**src/rtl/mc_ctrl_hs.sv**
```systemverilog
// Multi-cycle MIPS controller with memory ready handshakes,
// trapping addi, retired-instruction counter and illegal flag.
module mc_ctrl_hs #(
   parameter int MEM_HS = 1,
   parameter int CNT_W  = 32
) (
   input  logic             clk,
   input  logic             rst,
   input  logic [5:0]       opcode,
   input  logic [5:0]       funct,
   input  logic             zero,
   input  logic             overflow,
   input  logic             im_rdy,
   input  logic             dm_rdy,
   output logic             im_req,
   output logic             dm_req,
   output logic             pcwr,
   output logic             irwr,
   output logic             gprwr,
   output logic             dmwr,
   output logic             islb,
   output logic             issb,
   output logic [2:0]       aluop,
   output logic [1:0]       extop,
   output logic [1:0]       gprsel,
   output logic [1:0]       wdsel,
   output logic [1:0]       npcop,
   output logic             bsel,
   output logic             ill_instr,
   output logic [CNT_W-1:0] instret,
   output logic [2:0]       state
);

   typedef enum logic [2:0] {
      S_IF  = 3'd0,
      S_ID  = 3'd1,
      S_EXE = 3'd2,
      S_MEM = 3'd3,
      S_WB  = 3'd4
   } state_t;

   localparam logic [2:0] ALU_ADD = 3'b000;
   localparam logic [2:0] ALU_SUB = 3'b001;
   localparam logic [2:0] ALU_OR  = 3'b010;
   localparam logic [2:0] ALU_SLT = 3'b011;
   localparam logic [2:0] ALU_LUI = 3'b100;

   state_t           r_state;
   state_t           w_next;
   logic             r_ovf;
   logic             w_ovf_ld;
   logic             w_retire;
   logic [CNT_W-1:0] r_instret;

   logic w_im_rdy;
   logic w_dm_rdy;

   logic w_rtype;
   logic w_addu;
   logic w_subu;
   logic w_slt;
   logic w_jr;
   logic w_ori;
   logic w_lui;
   logic w_addi;
   logic w_lw;
   logic w_sw;
   logic w_lb;
   logic w_sb;
   logic w_beq;
   logic w_j;
   logic w_jal;
   logic w_ralu;
   logic w_load;
   logic w_store;
   logic w_legal;

   // With handshakes disabled the memories are treated as always ready
   assign w_im_rdy = (MEM_HS != 0) ? im_rdy : 1'b1;
   assign w_dm_rdy = (MEM_HS != 0) ? dm_rdy : 1'b1;

   // Instruction decode from opcode/funct
   always_comb begin
      w_rtype = 1'b0;
      w_addu  = 1'b0;
      w_subu  = 1'b0;
      w_slt   = 1'b0;
      w_jr    = 1'b0;
      w_ori   = 1'b0;
      w_lui   = 1'b0;
      w_addi  = 1'b0;
      w_lw    = 1'b0;
      w_sw    = 1'b0;
      w_lb    = 1'b0;
      w_sb    = 1'b0;
      w_beq   = 1'b0;
      w_j     = 1'b0;
      w_jal   = 1'b0;
      case (opcode)
         6'b000000: begin
            w_rtype = 1'b1;
            case (funct)
               6'b100001: w_addu = 1'b1;
               6'b100011: w_subu = 1'b1;
               6'b101010: w_slt  = 1'b1;
               6'b001000: w_jr   = 1'b1;
               default:   w_rtype = 1'b0;
            endcase
         end
         6'b001101: w_ori  = 1'b1;
         6'b001111: w_lui  = 1'b1;
         6'b001000: w_addi = 1'b1;
         6'b100011: w_lw   = 1'b1;
         6'b101011: w_sw   = 1'b1;
         6'b100000: w_lb   = 1'b1;
         6'b101000: w_sb   = 1'b1;
         6'b000100: w_beq  = 1'b1;
         6'b000010: w_j    = 1'b1;
         6'b000011: w_jal  = 1'b1;
         default:   ;
      endcase
   end

   assign w_ralu  = w_addu | w_subu | w_slt;
   assign w_load  = w_lw | w_lb;
   assign w_store = w_sw | w_sb;
   assign w_legal = w_ralu | w_jr | w_ori | w_lui | w_addi
                  | w_load | w_store | w_beq | w_j | w_jal;

   // Next-state and strobe/select generation; reset forces all quiet
   always_comb begin
      w_next    = r_state;
      w_ovf_ld  = 1'b0;
      w_retire  = 1'b0;
      im_req    = 1'b0;
      dm_req    = 1'b0;
      pcwr      = 1'b0;
      irwr      = 1'b0;
      gprwr     = 1'b0;
      dmwr      = 1'b0;
      islb      = 1'b0;
      issb      = 1'b0;
      aluop     = ALU_ADD;
      extop     = 2'b00;
      gprsel    = 2'b00;
      wdsel     = 2'b00;
      npcop     = 2'b00;
      bsel      = 1'b0;
      ill_instr = 1'b0;
      case (r_state)
         S_IF: begin
            im_req = 1'b1;
            if (w_im_rdy) begin
               pcwr   = 1'b1;
               irwr   = 1'b1;
               w_next = S_ID;
            end
         end
         S_ID: begin
            if (w_j) begin
               pcwr     = 1'b1;
               npcop    = 2'b10;
               w_retire = 1'b1;
               w_next   = S_IF;
            end else if (w_jal) begin
               pcwr     = 1'b1;
               npcop    = 2'b10;
               gprwr    = 1'b1;
               gprsel   = 2'b10;
               wdsel    = 2'b10;
               w_retire = 1'b1;
               w_next   = S_IF;
            end else if (w_jr) begin
               pcwr     = 1'b1;
               npcop    = 2'b11;
               w_retire = 1'b1;
               w_next   = S_IF;
            end else if (!w_legal) begin
               ill_instr = 1'b1;
               w_next    = S_IF;
            end else begin
               w_next = S_EXE;
            end
         end
         S_EXE: begin
            if (w_ralu) begin
               bsel   = 1'b0;
               aluop  = w_subu ? ALU_SUB :
                        w_slt  ? ALU_SLT : ALU_ADD;
               w_next = S_WB;
            end else if (w_ori) begin
               bsel   = 1'b1;
               aluop  = ALU_OR;
               w_next = S_WB;
            end else if (w_lui) begin
               bsel   = 1'b1;
               extop  = 2'b10;
               aluop  = ALU_LUI;
               w_next = S_WB;
            end else if (w_addi) begin
               bsel     = 1'b1;
               extop    = 2'b01;
               w_ovf_ld = 1'b1;
               w_next   = S_WB;
            end else if (w_beq) begin
               aluop    = ALU_SUB;
               npcop    = 2'b01;
               pcwr     = zero;
               w_retire = 1'b1;
               w_next   = S_IF;
            end else if (w_load | w_store) begin
               bsel   = 1'b1;
               extop  = 2'b01;
               w_next = S_MEM;
            end else begin
               w_next = S_IF;
            end
         end
         S_MEM: begin
            dm_req = 1'b1;
            islb   = w_lb;
            issb   = w_sb;
            if (w_store) begin
               dmwr = w_dm_rdy;
               if (w_dm_rdy) begin
                  w_retire = 1'b1;
                  w_next   = S_IF;
               end
            end else if (w_dm_rdy) begin
               w_next = S_WB;
            end
         end
         S_WB: begin
            gprsel   = w_rtype ? 2'b01 : 2'b00;
            wdsel    = w_load ? 2'b01 : 2'b00;
            islb     = w_lb;
            gprwr    = !(w_addi && r_ovf);
            w_retire = 1'b1;
            w_next   = S_IF;
         end
         default: w_next = S_IF;
      endcase
      if (rst) begin
         w_ovf_ld  = 1'b0;
         w_retire  = 1'b0;
         im_req    = 1'b0;
         dm_req    = 1'b0;
         pcwr      = 1'b0;
         irwr      = 1'b0;
         gprwr     = 1'b0;
         dmwr      = 1'b0;
         islb      = 1'b0;
         issb      = 1'b0;
         aluop     = ALU_ADD;
         extop     = 2'b00;
         gprsel    = 2'b00;
         wdsel     = 2'b00;
         npcop     = 2'b00;
         bsel      = 1'b0;
         ill_instr = 1'b0;
      end
   end

   // State register
   always_ff @(posedge clk) begin
      if (rst) r_state <= S_IF;
      else     r_state <= w_next;
   end

   // Latched addi overflow, consumed in WB to suppress the write
   always_ff @(posedge clk) begin
      if (rst)           r_ovf <= 1'b0;
      else if (w_ovf_ld) r_ovf <= overflow;
   end

   // Retired-instruction counter, wraps naturally
   always_ff @(posedge clk) begin
      if (rst)           r_instret <= '0;
      else if (w_retire) r_instret <= r_instret + {{(CNT_W-1){1'b0}}, 1'b1};
   end

   assign instret = r_instret;
   assign state   = r_state;

endmodule

```
**config.mk**
```make
export PLATFORM = sky130hd
export DESIGN_NAME = mc_ctrl_hs
export DESIGN_NICKNAME = d
export VERILOG_FILES = /design/src/rtl/mc_ctrl_hs.sv
export SDC_FILE = /design/constraint.sdc
export NUM_CORES = 1
export LEC_CHECK = 0
export BUFFER_PORTS_ARGS = -buffer_cell sky130_fd_sc_hd__buf_4
export CAP_MARGIN = 10
export CORE_ASPECT_RATIO = 0.75
export CORE_MARGIN = 1.5
export CORE_UTILIZATION = 41
export DETAILED_ROUTE_END_ITERATION = 6
export GPL_TIMING_DRIVEN = 0
export HOLD_SLACK_MARGIN = 0.08
export SETUP_SLACK_MARGIN = 0.15
export SLEW_MARGIN = 20
export SYNTH_ARGS = -nofsm -noshare
export SYNTH_HDL_FRONTEND = slang
export SYNTH_SLANG_ARGS = --single-unit
```
**constraint.sdc**
```tcl
create_clock -name clk -period 2.57 [get_ports clk]
set_input_delay 0.514 -clock clk [delete_from_list [all_inputs] [get_ports clk]]
set_output_delay 0.514 -clock clk [all_outputs]
set_load 0.02 [all_outputs]
```
==> impl_metrics.csv <==
group,metric,value,unit
global_routing,antenna_found_initial,0,
critical_path,startpoint_type,"input pin",
placement,gp_congestion,0.8081,
critical_path,cp_max_fo,9,
pwr,p_per_area,319.2,mW/mm^2
clock_network,cts_buffer_depth,2,
critical_path,slowest_stage,"or3b_2",
sta,tightest_slew,0.5260,ns
global_routing,grt_overflow,0,
routing,wire_per_inst,15.62,um
floorplan,die_h,74.01,um
placement,hpwl,6056,um
global_routing,grt_max_degree,11,
sta,finalCriticalPeriod,2.399,ns
pwr,power,0.001148,W
placement,pre_cts_ws,-0.2386,ns
sta,drv_slew,0,
sta,fmax,416.8,MHz
sta,hold_ws,0.4754,ns
layout,drive_above_1_share,33.81,%
floorplan,dieWidth,97.68,um
critical_path,end_kind,"primary output",
pwr,switchingPower,0.0002937,W
clock_network,clock-sinks,36,
clock_network,cts_root_buffer,"clkbuf_8",
layout,nFillCells,628,
clock_network,h-tree-depth,2,
synth,syn_inst,340,
sta,skew,0.006916,ns
pwr,peakVddDrop,0.1774,mV
sta,rsz0062_at_grt,"yes",
layout,post-route-cell-area,0.003597,mm^2
synth,synth_edf_count,0,
floorplan,placementRows,25,
critical_path,path_class,"in -> out",
placement,placed_cell_area,0.003403,mm^2
critical_path,cpPeakStageDelay,0.55,ns
pwr,p_int,0.0008545,W
hold_path,hold_class,"in -> reg",
global_routing,track_usage,22.17,%
global_routing,grt_pass1_vias,2566,
pwr,power_leakage,1.480,nW
clock_network,cts_made_buffers,5,
layout,n_antenna_cell,0,
layout,final_nets,442,
routing,drtAntennaViolNets,0,
sta,min_period_over_period,93.36,%
critical_path,cp_data_required_time,2.06,ns
sta,setup_viol,0,
status,status,"complete, no violations",
layout,fin_util,56.10,%
layout,syn2layout_area_growth,30.50,%
routing,viasPerCell,5.498,
synth,synth-main-ff-cell,"dfxtp_1",
synth,yosysWarnings,0,
synth,synth.avg_cell_area,8.107,um^2
critical_path,arrival,1.89,ns
clock_network,insertion_delay,0.29,ns
sta,fin_ws,0.1707,ns
pwr,swShare,25.58,%
sta,hold_viol,0,
routing,drc_errors,0,
synth,syn_area,0.002756,mm^2
sta,relSlewSlack,64.93,%
synth,synthArstFlopShare,0,%
critical_path,cp_top_family,"simple AND/OR/NAND/NOR gates",
synth,yosysSeqAreaShare,26.15,%
floorplan,design.core.area,0.006412,mm^2
synth,syn-num-nets,359,
pwr,p_comb_share,12.6,%
run,cap_violations,0,
routing,routed_wl,7871,um
floorplan,start_util,42.99,%
synth,synth-seq-cells,36,
global_routing,grt_pass1_wl,12880,um
critical_path,path_buf_inv,2,
routing,firstDrtPassIters,6,
floorplan,die_area,0.007229,mm^2
routing,drtIter0Drc,181,
critical_path,path_cells,"buf_2 > or3b_2 > o21ai_1 > nor3_1 > buf_4",
clock_network,cts_tree,"yes",
pwr,p_clk_share,38.6,%
placement,port_buffers,70,
layout,layout_commonest_cell,"buf_4",
layout,layout_common_cells,"buf_4, nor2_1, dfxtp_1",
routing,via_count,2771,
clock_network,clkTransAtPathRegs,0.07,ns
synth,synth.distinct_cells,53,
floorplan,io-pin-count,74,
pwr,pwr-share-seq,48.8,%
timing repair:
item                                    in CTS  in global routing
cloned                                       0                  0
gates resized for setup                      8                 10
buffers inserted                             1                  5
hold buffers                                 0                  0
pin swaps                                    3                  2
endpoints found under the setup margin      17                 13
registers in the layout (all words and copies together), names as in the netlist:
name	cells
r_ovf	1
state	3
instret	32
synthesized netlist by cell type (2+ instances only):
cell | n | share of area, %
nor4_4 | 3 | 2.3
mux2_2 | 4 | 1.6
nor3b_1 | 3 | 0.82
buf_2 | 3 | 0.54
o21ai_0 | 7 | 1.3
a211oi_1 | 5 | 1.4
clkbuf_1 | 10 | 1.4
and3_1 | 10 | 2.3
nand2_1 | 23 | 3.1
nor2_1 | 47 | 6.4
dfxtp_1 | 36 | 26
nand4_4 | 2 | 1.5
buf_4 | 5 | 1.4
and2_1 | 7 | 1.6
nand4_1 | 10 | 2.3
mux2_4 | 8 | 4.4
a21oi_1 | 22 | 4.0
a21boi_0 | 2 | 0.54
inv_1 | 7 | 0.95
nand2b_1 | 5 | 1.1
buf_6 | 3 | 1.2
nand3_1 | 18 | 3.3
nor4_1 | 4 | 0.91
a21oi_2 | 8 | 2.5
mux2_1 | 16 | 6.5
a31oi_1 | 2 | 0.45
o21a_1 | 5 | 1.4
nor2b_1 | 28 | 6.4
nor3_1 | 13 | 2.4
worst paths after layout:
path	start	endpoint	slack [ns]	depth (start not counted)
setup reg to reg	instret[3]	instret[19]	0.38	5
hold / removal	overflow	r_ovf	0.48	3
hold reg to reg	instret[1]	instret[1]	0.52	2
setup / recovery	opcode[3]	ill_instr	0.17	5
tightest hold or removal path, cell delays in order:
cell and delay [ns]:
buf_4 0.08, mux2i_1 0.05, nor2_1 0.08
per-layer routing:
metal | part of all wire (%) | GRT usage [%] | vias up
met5 | 0 | 0 | -
met4 | 0.56 | 4.127 | 0
met3 | 6.2 | 3.759 | 4
met2 | 41 | 33.10 | 82
met1 | 52 | 33.79 | 1310
li1 | - | - | 1375
logic make-up (layout without fill, tap and decap cells):
group	after synthesis	after routing	synth area share, %
xor+xnor	1	1	0.3178
compound gates	61	61	16.02
simple gates	184	184	38.72
buf+inv	28	111	5.447
mux	29	29	12.89
flops	36	36	26.15
fa+ha+maj	1	1	0.4539
cell type report:
cell class	count	area, um^2	area share (%)
multi-input cells	276	1946	54.09
flip-flops and latches	36	720.7	20.03
repair buffers	76	570.5	15.86
plain buffers	21	136.4	3.791
well taps	81	101.3	2.817
clock buffers	7	96.34	2.678
inverters	7	26.28	0.7304
power groups by stage:
stage,logic [W],registers (W),clock network [W]
global route,0.000157,0.000560,0.000477
CTS,0.000141,0.000560,0.000454
global placement,0.000134,0.000573,0
floorplan,0.0000792,0.000574,0
finish,0.000145,0.000560,0.000444
detailed placement,0.000136,0.000573,0
metrics by stage:
step                      std cells  TNS [ns]
after floorplan                 340         0
final                           504         0
after detailed placement        491   -0.7308
after CTS                       499         0
after global routing            504         0
after global placement          491   -0.7318
Power figures use the tool's default switching activity.
